File: src/rtl/saph_fpu_rr_arb.sv
// saph_fpu_rr_arb: round-robin arbiter sharing one fixed-latency FPU unit among
// PORTS requesters. Grants one request per cycle, registers it as an issue to
// the FPU, and carries the requester index alongside the operation so the
// result can be routed back when it emerges LATENCY cycles later.

module saph_fpu_rr_arb #(
    parameter int PORTS   = 4,
    parameter int LATENCY = 2,
    parameter int WIDTH   = 32
) (
    input  logic                   clk,
    input  logic                   rst,
    input  logic [PORTS-1:0]       req_valid,
    output logic [PORTS-1:0]       req_ready,
    input  logic [PORTS*3-1:0]     req_op,
    input  logic [PORTS*WIDTH-1:0] req_a,
    input  logic [PORTS*WIDTH-1:0] req_b,
    output logic [PORTS-1:0]       res_valid,
    output logic [WIDTH-1:0]       res_data,
    output logic                   fpu_valid,
    output logic [2:0]             fpu_op,
    output logic [WIDTH-1:0]       fpu_a,
    output logic [WIDTH-1:0]       fpu_b,
    input  logic                   fpu_res_valid,
    input  logic [WIDTH-1:0]       fpu_res,
    output logic                   err
);

    localparam int PW = $clog2(PORTS);

    logic [PW-1:0]    ptr;
    logic [PW-1:0]    gnt_idx;
    logic             gnt_any;
    logic [PW-1:0]    iss_tag;
    logic [2:0]       sel_op;
    logic [WIDTH-1:0] sel_a;
    logic [WIDTH-1:0] sel_b;
    logic             tag_v [LATENCY];
    logic [PW-1:0]    tag_p [LATENCY];

    // Grant search: first valid port starting at ptr, wrapping past PORTS-1.
    always_comb begin
        int          idx;
        logic [PW-1:0] cand;
        // NOTE: every variable gets a default before any branch, so no path
        // leaves one unassigned and no latch is inferred.
        idx       = 0;
        cand      = '0;
        gnt_idx   = '0;
        gnt_any   = 1'b0;
        req_ready = '0;
        if (!rst) begin
            for (int k = 0; k < PORTS; k++) begin
                idx = int'(ptr) + k;
                if (idx >= PORTS) idx = idx - PORTS;
                cand = PW'(idx);
                if (!gnt_any && req_valid[cand]) begin
                    gnt_any = 1'b1;
                    gnt_idx = cand;
                end
            end
            if (gnt_any) req_ready[gnt_idx] = 1'b1;
        end
    end

    // Operand mux for the granted port.
    always_comb begin
        sel_op = '0;
        sel_a  = '0;
        sel_b  = '0;
        for (int i = 0; i < PORTS; i++) begin
            if (gnt_idx == PW'(i)) begin
                sel_op = req_op[3*i +: 3];
                sel_a  = req_a[WIDTH*i +: WIDTH];
                sel_b  = req_b[WIDTH*i +: WIDTH];
            end
        end
    end

    // Round-robin pointer: move just past the granted port, hold otherwise.
    always_ff @(posedge clk) begin
        // NOTE: sequential state uses non-blocking assignments so all
        // registers update from pre-edge values, independent of block order.
        if (rst) begin
            ptr <= '0;
        end else if (gnt_any) begin
            ptr <= (gnt_idx == PW'(PORTS - 1)) ? '0 : gnt_idx + 1'b1;
        end
    end

    // Issue register: strobe for one cycle, payload holds between issues.
    always_ff @(posedge clk) begin
        if (rst) begin
            fpu_valid <= 1'b0;
            fpu_op    <= '0;
            fpu_a     <= '0;
            fpu_b     <= '0;
            iss_tag   <= '0;
        end else begin
            fpu_valid <= gnt_any;
            if (gnt_any) begin
                fpu_op  <= sel_op;
                fpu_a   <= sel_a;
                fpu_b   <= sel_b;
                iss_tag <= gnt_idx;
            end
        end
    end

    // Tag valid bits track in-flight operations; reset flushes them.
    always_ff @(posedge clk) begin
        if (rst) begin
            for (int i = 0; i < LATENCY; i++) tag_v[i] <= 1'b0;
        end else begin
            tag_v[0] <= fpu_valid;
            for (int i = 1; i < LATENCY; i++) tag_v[i] <= tag_v[i-1];
        end
    end

    // Tag port indices shift alongside the valid bits.
    always_ff @(posedge clk) begin
        // NOTE: the index payload is left unreset; it is only consulted when
        // its valid bit is set, and the valid bits are reset.
        tag_p[0] <= iss_tag;
        for (int i = 1; i < LATENCY; i++) tag_p[i] <= tag_p[i-1];
    end

    // Result routing: strobe the tagged port when the FPU result is expected.
    always_comb begin
        res_data  = fpu_res;
        res_valid = '0;
        if (!rst && fpu_res_valid && tag_v[LATENCY-1]) begin
            res_valid[tag_p[LATENCY-1]] = 1'b1;
        end
    end

    // Sticky error when a result and its tag disagree about being present.
    always_ff @(posedge clk) begin
        if (rst) begin
            err <= 1'b0;
        end else if (fpu_res_valid != tag_v[LATENCY-1]) begin
            err <= 1'b1;
        end
    end

endmodule

File: config.mk
export PLATFORM = sky130hd
export DESIGN_NAME = saph_fpu_rr_arb
export DESIGN_NICKNAME = d
export VERILOG_FILES = /design/src/rtl/saph_fpu_rr_arb.sv
export SDC_FILE = /design/constraint.sdc
export NUM_CORES = 1
export LEC_CHECK = 0
export BUFFER_PORTS_ARGS = -buffer_cell sky130_fd_sc_hd__clkbuf_2
export CORE_AREA = 2 2 162 164
export CTS_CLUSTER_DIAMETER = 60
export DETAILED_ROUTE_END_ITERATION = 16
export DIE_AREA = 0 0 164 166
export SLEW_MARGIN = 20
export SYNTH_ARGS = -nofsm -noshare
export SYNTH_HDL_FRONTEND = slang
export SYNTH_SLANG_ARGS = --single-unit
File: constraint.sdc
create_clock -name clk -period 3.2 [get_ports clk]
set_input_delay 0.48 -clock clk [delete_from_list [all_inputs] [get_ports clk]]
set_output_delay 0.48 -clock clk [all_outputs]
set_load 0.1 [all_outputs]
==> summary.md, run 1 <==
| Metric | Value |
|---|---|
| Drt via density | 4.687 |
| CTS Hold Bufs | 0 |
| Syn avg cell area | 8.554 µm² |
| WHS Endpoint | tag_p[0][2]$_DFF_P_ |
| Setup crit start kind | flop |
| Minimum clock period | 2.872 ns |
| Leakage power | 3.306 nW |
| Vias in the first global route | 5595 |
| I/O pin count | 416 |
| Synth Area in Simple Gates | 27.42% |
| Dominant cell type by area after synthesis | dfxtp_1 |
| Max clock buf depth | 2 |
| TNS Setup | 0 ns |
| Post-Synth Adder-Cell Area | 0.9272% |
| Fill cells | 2789 |
| Layout Nets | 1216 |
| Crit-path leading delay family | compound AO/OA/AOI/OAI gates |
| Total CTS buffers | 9 |
| DPL Wire Length | 15120 µm |
| Pin count of the biggest net entering global routing | 73 |
| CP Class | reg -> reg |
| Buffers on Ports | 351 |
| Post-synthesis cell type count | 32 |
| Layout cells sized above 1 | 50.22% |
| WP depth | 9 |
| # rows | 59 |
| Final WS setup | 0.3283 ns |
| Synth Area in Compound Gates | 29.62% |
| RSZ-0062 raised after global routing | no |
| Cts repair resizes | 0 |
| Initial core utilization | 21.07% |
| Flops & latches, synth | 79 |
| CP arrival | 3.13 ns |
| Worst reg2reg path endpoint | fpu_a[0]$_SDFFE_PP0P_ |
| Peak Freq | 348.2 MHz |
| CP endpoint kind | flop |
| Post-Syn Area | 5398 µm² |
| Main combinational cell family by area after synthesis | compound AO/OA/AOI/OAI gates |
| CTS H-tree depth | 3 |
| Setup bufs post-CTS | 0 |
| Worst slew pin tran | 0.8876 ns |
| Clk sink count | 79 |
| Seq/Total Area, Yosys | 29.30% |
| Fin. Hold Viols | 0 |
| Post-Synth XOR/XNOR Area | 0% |
| Clk slew on worst S/H paths | 0.06 ns |
| Headroom to the max-slew limit | 40.83% |
| Gate Count Post-Synth | 631 |
| Crit path buf inv count | 2 |
| Layout Utilization | 29.01% |
| # DRC | 0 |
| Antenna Nets Post-Route | 0 |
| Final Max Slew Viols | 0 |
| Multiplexer area fraction after synthesis | 0.1854% |
| CTS tree | yes |
| Syn_nets | 942 |
| Largest cells by area after synthesis | dfxtp_1 29%, nor3_2 12%, a221oi_1 11%, o31a_1 11%, nor2b_1 8.0% |
| Critical-path cell list | mux2i_1, o32ai_1, or3_1, inv_1, ha_2, buf_4, a221oi_1, o31a_1, nor3_2 |
| Gp weighted congestion | 0.7695 |
| Die area | 27220 µm² |
| Share of the synthesized area in the top cell type | 29.30% |
| Hold Path Class | reg -> reg |
| Total Power | 4.068 mW |
| Worst R2R Setup Slack | 0.33 ns |
| Fin area | 7432 µm² |
| TritonRoute pass-1 iters | 6 |
| Worst vdd ir | 0.1788 mV |
| GRT overflow | 0 |
| Setup-failing EPs final | 0 |
| Initial DRC count | 217 |
| R2r startpoint | ptr[1]$_SDFFE_PP0P_ |
| Pre-CTS setup slack | 0.2126 ns |
| Final Skew | 0.009306 ns |
| CP max stage cell | or3_1 |
| Yosys warnings | 0 |
| Synth-to-Final Area Change | 37.69% |
| Final WL | 19490 µm |
| Pwr dens | 547.4 nW/µm² |
| Die Y-Extent | 166 µm |
| Area after DPL | 7119 µm² |
| Core box area | 25620 µm² |
| Max Cap Viol | 0 |
| Clock root cell | clkbuf_16 |
| Initial antenna violation count | 0 |
| Chip Width | 164 µm |
| Final Cycle Share | 89.74% |
| Drt wl/cell | 15.64 µm |
| Via count | 5840 |
| Worst hold stages | 0 |
| Data required, critical path | 3.46 ns |
| CP Max Fanout | 37 |
| Worst reg2reg path depth | 9 |
| Min-delay src | tag_p[0][0]$_DFF_P_ |
| Clock latency on the worst-skew pair | 0.34 ns |
| First-pass GRT wire length | 29190 µm |
| Status | complete, no violations |
| Overall global routing resource usage | 13.70% |
| Slowest Stage Delay on Critical Path | 0.50 ns |
cell families (layout without fill, tap and decap cells):
logic type	count (synthesis)	in the layout
and+or+nand+nor	227	227
AOI/OAI and AO/OA	213	213
buffers and inverters	107	386
DFF	79	79
adders and majority gates	4	4
muxes	1	1
other	0	1
power by group:
part | switching [mW] | internal, mW | total, mW
clock network | 0.437 | 0.650 | 1.09
logic | 1.29 | 0.523 | 1.81
registers | 0.0661 | 1.10 | 1.17
per-stage QoR:
stage,cells,hold slack [ns]
after floorplan,631,0.3096
after global placement,1229,0.3112
after detailed placement,1229,0.3136
after CTS,1245,0.3197
after global routing,1245,0.3221
final,1246,0.3233
flip-flops by register name, summed over array words and instances, names as in the netlist:
name,flops
iss_tag,2
fpu_valid,1
tag_p,4
ptr,2
fpu_op,3
fpu_b,32
tag_v,2
err,1
fpu_a,32
final cells by class:
type                            count  area, µm²  area share, %
Antenna cell                        1      2.502        0.03367
Clock inverter                      4      53.80         0.7239
Inverter                            5      18.77         0.2525
Sequential cell                    79       1582          21.28
Timing Repair Buffer              365       1927          25.93
Multi-Input combinational cell    445       3173          42.69
Clock buffer                       12      256.5          3.451
Tap cell                          335      419.2          5.640
synth_stat cells:
master and n:
nor2b_1 69, a21o_2 1, nor4_4 1, nand4b_1 1, nor3_2 64, o21bai_1 1, nor2_1 74, buf_4 36
inv_1 5, nor4_1 2, a211oi_1 1, nor3_1 3, buf_6 12, nand2_1 6, dfxtp_1 79, or3_1 1
mux2i_1 1, or4_1 1, nand3b_1 2, a21oi_1 70, buf_2 16, clkbuf_8 3, o211a_1 1, a21oi_2 4
ha_1 4, clkbuf_1 35, nor2b_2 1, o22ai_1 1, o32ai_1 1, or2_2 2, o31a_1 66, a221oi_1 67
cells in the final DEF, fill, tap and decap left out, drive strengths merged:
master,netlist,final
inv,5,5
nor4,3,3
o21bai,1,1
mux2i,1,1
clkbuf,38,362
nand4b,1,1
o211a,1,1
or3,1,1
or4,1,1
clkinv,0,1
o22ai,1,1
nor2,74,74
a21oi,74,74
a221oi,67,67
a211oi,1,1
buf,64,15
clkinvlp,0,2
o32ai,1,1
or2,2,2
ha,4,4
o31a,66,66
nor2b,70,70
bufinv,0,1
nand2,6,6
a21o,1,1
nor3,67,67
dfxtp,79,79
diode,0,1
nand3b,2,2
per-layer routing:
layer	wire length, µm	vias up	share of wire (%)	global-route usage (%)
li1	-	2847	-	-
met1	7818	2681	40	15.23
met2	9873	294	51	25.14
met3	1562	18	8.0	4.046
met4	235	0	1.2	3.585
met5	0	-	0	0
worst max path at each step:
stage / slack (ns) / from / end
after floorplan: -1.01 / rst / res_valid[0]
after global placement: 0.28 / req_valid[0] / fpu_op[1]$_SDFFE_PP0P_
after detailed placement: 0.21 / req_valid[0] / fpu_op[1]$_SDFFE_PP0P_
after CTS: 0.35 / ptr[1]$_SDFFE_PP0P_ / fpu_a[0]$_SDFFE_PP0P_
after global routing: 0.09 / ptr[1]$_SDFFE_PP0P_ / fpu_op[1]$_SDFFE_PP0P_
final: 0.33 / ptr[1]$_SDFFE_PP0P_ / fpu_a[0]$_SDFFE_PP0P_
No activity file was read; power rests on OpenSTA's default activity.
==> run 2: changes to the inputs <==
Settings changed: CELL_PAD_IN_SITES_DETAIL_PLACEMENT from default to 1, CELL_PAD_IN_SITES_GLOBAL_PLACEMENT from default to 1, CORE_AREA 2 2 162 164 to 2 2 163 165, DIE_AREA 0 0 164 166 to 0 0 165 167, GPL_TIMING_DRIVEN from default to 1, PLACE_DENSITY_LB_ADDON from default to 0.1.
==> run 2 against run 1 <==
Compared with the run above: worst setup slack improved by 0.072 ns; critical endpoint is now req_ready[1]; largest cell class unchanged; largest power group unchanged; global-route usage rose by 3.0 points; sequential share of layout area fell by 0.22 points; highest routed layer is now met5; first-iteration DRC count fell by 23%; non-clock buffer count rose by 3; wire length rose by 24%; via count rose by 0.80%; worst hold slack improved by 0.015 ns.
==> summary.md, run 2 (synthesis results as in run 1) <==
| Metric | Value |
|---|---|
| Pwr dens | 559.6 nW/µm² (+2.2%) |
| Clock share of power | 27.8% (+1.1 points) |
| Clk slew on worst S/H paths | 0.07 ns (about the same) |
| Net Sw Frac | 44.07% (about the same) |
| Layout Nets | 1219 (+0.25%) |
| Die area | 27560 µm² (+1.2%) |
| Buffers on Ports | 351 (unchanged) |
| Commonest non-fill, non-tap cell in the layout | clkbuf_2 |
| Slowest Stage Delay on Critical Path | 0.47 ns (-0.03 ns) |
| Pre-CTS setup slack | 0.3287 ns (+0.1161 ns) |
| Final Max Slew Viols | 0 (unchanged) |
| Placed instance count | 1232 (+0.24%) |
| Clk sink count | 79 (unchanged) |
| Worst vdd ir | 0.2201 mV (+23%) |
| Max clock buf depth | 2 (unchanged) |
| I/O pin count | 416 (unchanged) |
| Fin. Hold Viols | 0 (unchanged) |
| Drt via density | 4.717 (+0.64%) |
| Peak Freq | 357.2 MHz (+2.6%) |
| Total Power | 4.203 mW (+3.3%) |
| TritonRoute pass-1 iters | 4 (-2) |
| # rows | 59 (unchanged) |
| Final Skew | 0.008950 ns (-0.0003558 ns) |
| Setup-failing EPs final | 0 (unchanged) |
| Data required, critical path | 2.72 ns (-0.74 ns) |
| GRT overflow | 0 (unchanged) |
| Vias in the first global route | 6020 (+7.6%) |
| CP Max Fanout | 6 (-84%) |
| Via count | 5887 (+0.80%) |
| Logic gate share of total power | 44.3% (-0.2 points) |
| Overall global routing resource usage | 16.69% (+3.0 points) |
| Pint | 2.351 mW (+3.2%) |
| First-pass GRT wire length | 35210 µm (+21%) |
| CP endpoint kind | output port |
| Final WL | 24220 µm (+24%) |
| CTS tree | yes |
| Hold Path Class | reg -> reg |
| Number of diodes | 0 (-1) |
| Minimum clock period | 2.799 ns (-0.07248 ns) |
| Max Cap Viol | 0 (unchanged) |
| Clock root cell | clkbuf_16 |
| Die Y-Extent | 167 µm (+0.60%) |
| Status | complete, no violations |
| Layout Utilization | 29.15% (+0.13 points) |
| Gp weighted congestion | 0.7481 (-2.8%) |
| Final WS setup | 0.4008 ns (+0.07248 ns) |
| Crit-path leading delay family | buffers and inverters |
| Cts repair resizes | 0 (unchanged) |
| Clock latency on the worst-skew pair | 0.35 ns (about the same) |
| Critical-path cell list | mux2i_1, o32ai_1, or3_1, buf_4, nor2b_1, clkbuf_2 |
| RSZ-0062 raised after global routing | no |
| # DRC | 0 (unchanged) |
| Chip Width | 165 µm (+0.61%) |
| Antenna Nets Post-Route | 0 (unchanged) |
| Total CTS buffers | 9 (unchanged) |
| Sw Pwr | 1.852 mW (+3.4%) |
| Seq pwr share | 27.8% (-1.0 points) |
| Pin count of the biggest net entering global routing | 79 (+8.2%) |
| Most frequent cells in the layout | 350 x clkbuf_2, 79 x dfxtp_1, 74 x nor2_1, 70 x a21oi_1, 69 x nor2b_1 |
| TNS Setup | 0 ns (unchanged) |
| Final Cycle Share | 87.48% (-2.3 points) |
| Top Registers | fpu_a x32, fpu_b x32, tag_p x4 |
| Setup crit start kind | flop |
| Layout cells sized above 1 | 50.49% (+0.27 points) |
| Initial core utilization | 20.95% (-0.12 points) |
| CTS H-tree depth | 3 (unchanged) |
| Initial antenna violation count | 1 (+1) |
| CTS Hold Bufs | 0 (unchanged) |
| Synth-to-Final Area Change | 39.13% |
| Drt wl/cell | 19.41 µm (+24%) |
| CP arrival | 2.32 ns (-0.81 ns) |
| Worst slew pin tran | 0.8882 ns (+0.0006239 ns) |
| Initial DRC count | 167 (-23%) |
| CP Class | reg -> out |
| Crit path buf inv count | 2 (unchanged) |
| Headroom to the max-slew limit | 40.78% (-0.042 points) |
| Fill cells | 3173 (+14%) |
| CP max stage cell | clkbuf_2 |
| Setup bufs post-CTS | 0 (unchanged) |
| DPL Wire Length | 17900 µm (+18%) |
| Core box area | 25760 µm² (+0.58%) |
| Leakage power | 3.349 nW (+1.3%) |
| Fin cells | 1248 (+0.16%) |
[run 2: cell types whose count changed in the layout (fill, tap and decap cells not counted), sizes merged]
cell / delta
inv: +1
buf: +3
clkinvlp: -2
diode: -1
clkinv: +2
clkbuf: -2
bufinv: +1
[run 2: metrics by stage]
stage	cell area, µm²	hold slack, ns
global route	7510	0.3505
detailed placement	7179	0.3280
global placement	7179	0.3147
floorplan	5398	0.3096
CTS	7510	0.3446
finish	7510	0.3386
[run 2: per-layer routing]
metal  track usage [%]  vias up  part of all wire, %
li1                  -     2855                    -
met1             18.97     2726                   39
met2             29.26      285                   49
met3             6.227       19                   10
met4             4.121        2                  1.1
met5                 0        -                0.054
[run 2: worst register-to-register path, stage by stage, from the launching register on]
cell      delay (ns)
dfxtp_1         0.45
mux2i_1         0.21
o32ai_1         0.14
or3_1           0.41
inv_1           0.14
ha_2            0.26
buf_4           0.38
a221oi_1        0.21
o31a_1          0.31
nor3_2          0.14
[run 2: final cells by class]
cell class	count	area (µm²)	area share [%]
clock inverter	6	91.34	1.216
timing repair buffer	368	1987	26.46
multi-input combinational	445	3173	42.25
inverter	5	18.77	0.2499
sequential	79	1582	21.06
clock buffer	10	239.0	3.182
tap	335	419.2	5.581
[run 2: power groups by stage]
stage	sequential, mW	combinational (mW)	clock [mW]
after floorplan	1.97	0.807	0
after global placement	1.19	1.89	0
after detailed placement	1.20	1.89	0
after CTS	1.17	1.89	1.23
after global routing	1.19	1.97	1.26
final	1.17	1.86	1.17
[run 2: final timing paths]
path,from,to,slack (ns),depth (start not counted)
setup / recovery,ptr[1]$_SDFFE_PP0P_,req_ready[1],0.40,6
hold / removal,tag_p[0][1]$_DFF_P_,tag_p[0][3]$_DFF_P_,0.34,0
hold reg to reg,tag_p[0][1]$_DFF_P_,tag_p[0][3]$_DFF_P_,0.34,0
setup reg to reg,ptr[1]$_SDFFE_PP0P_,fpu_op[2]$_SDFFE_PP0P_,0.47,9
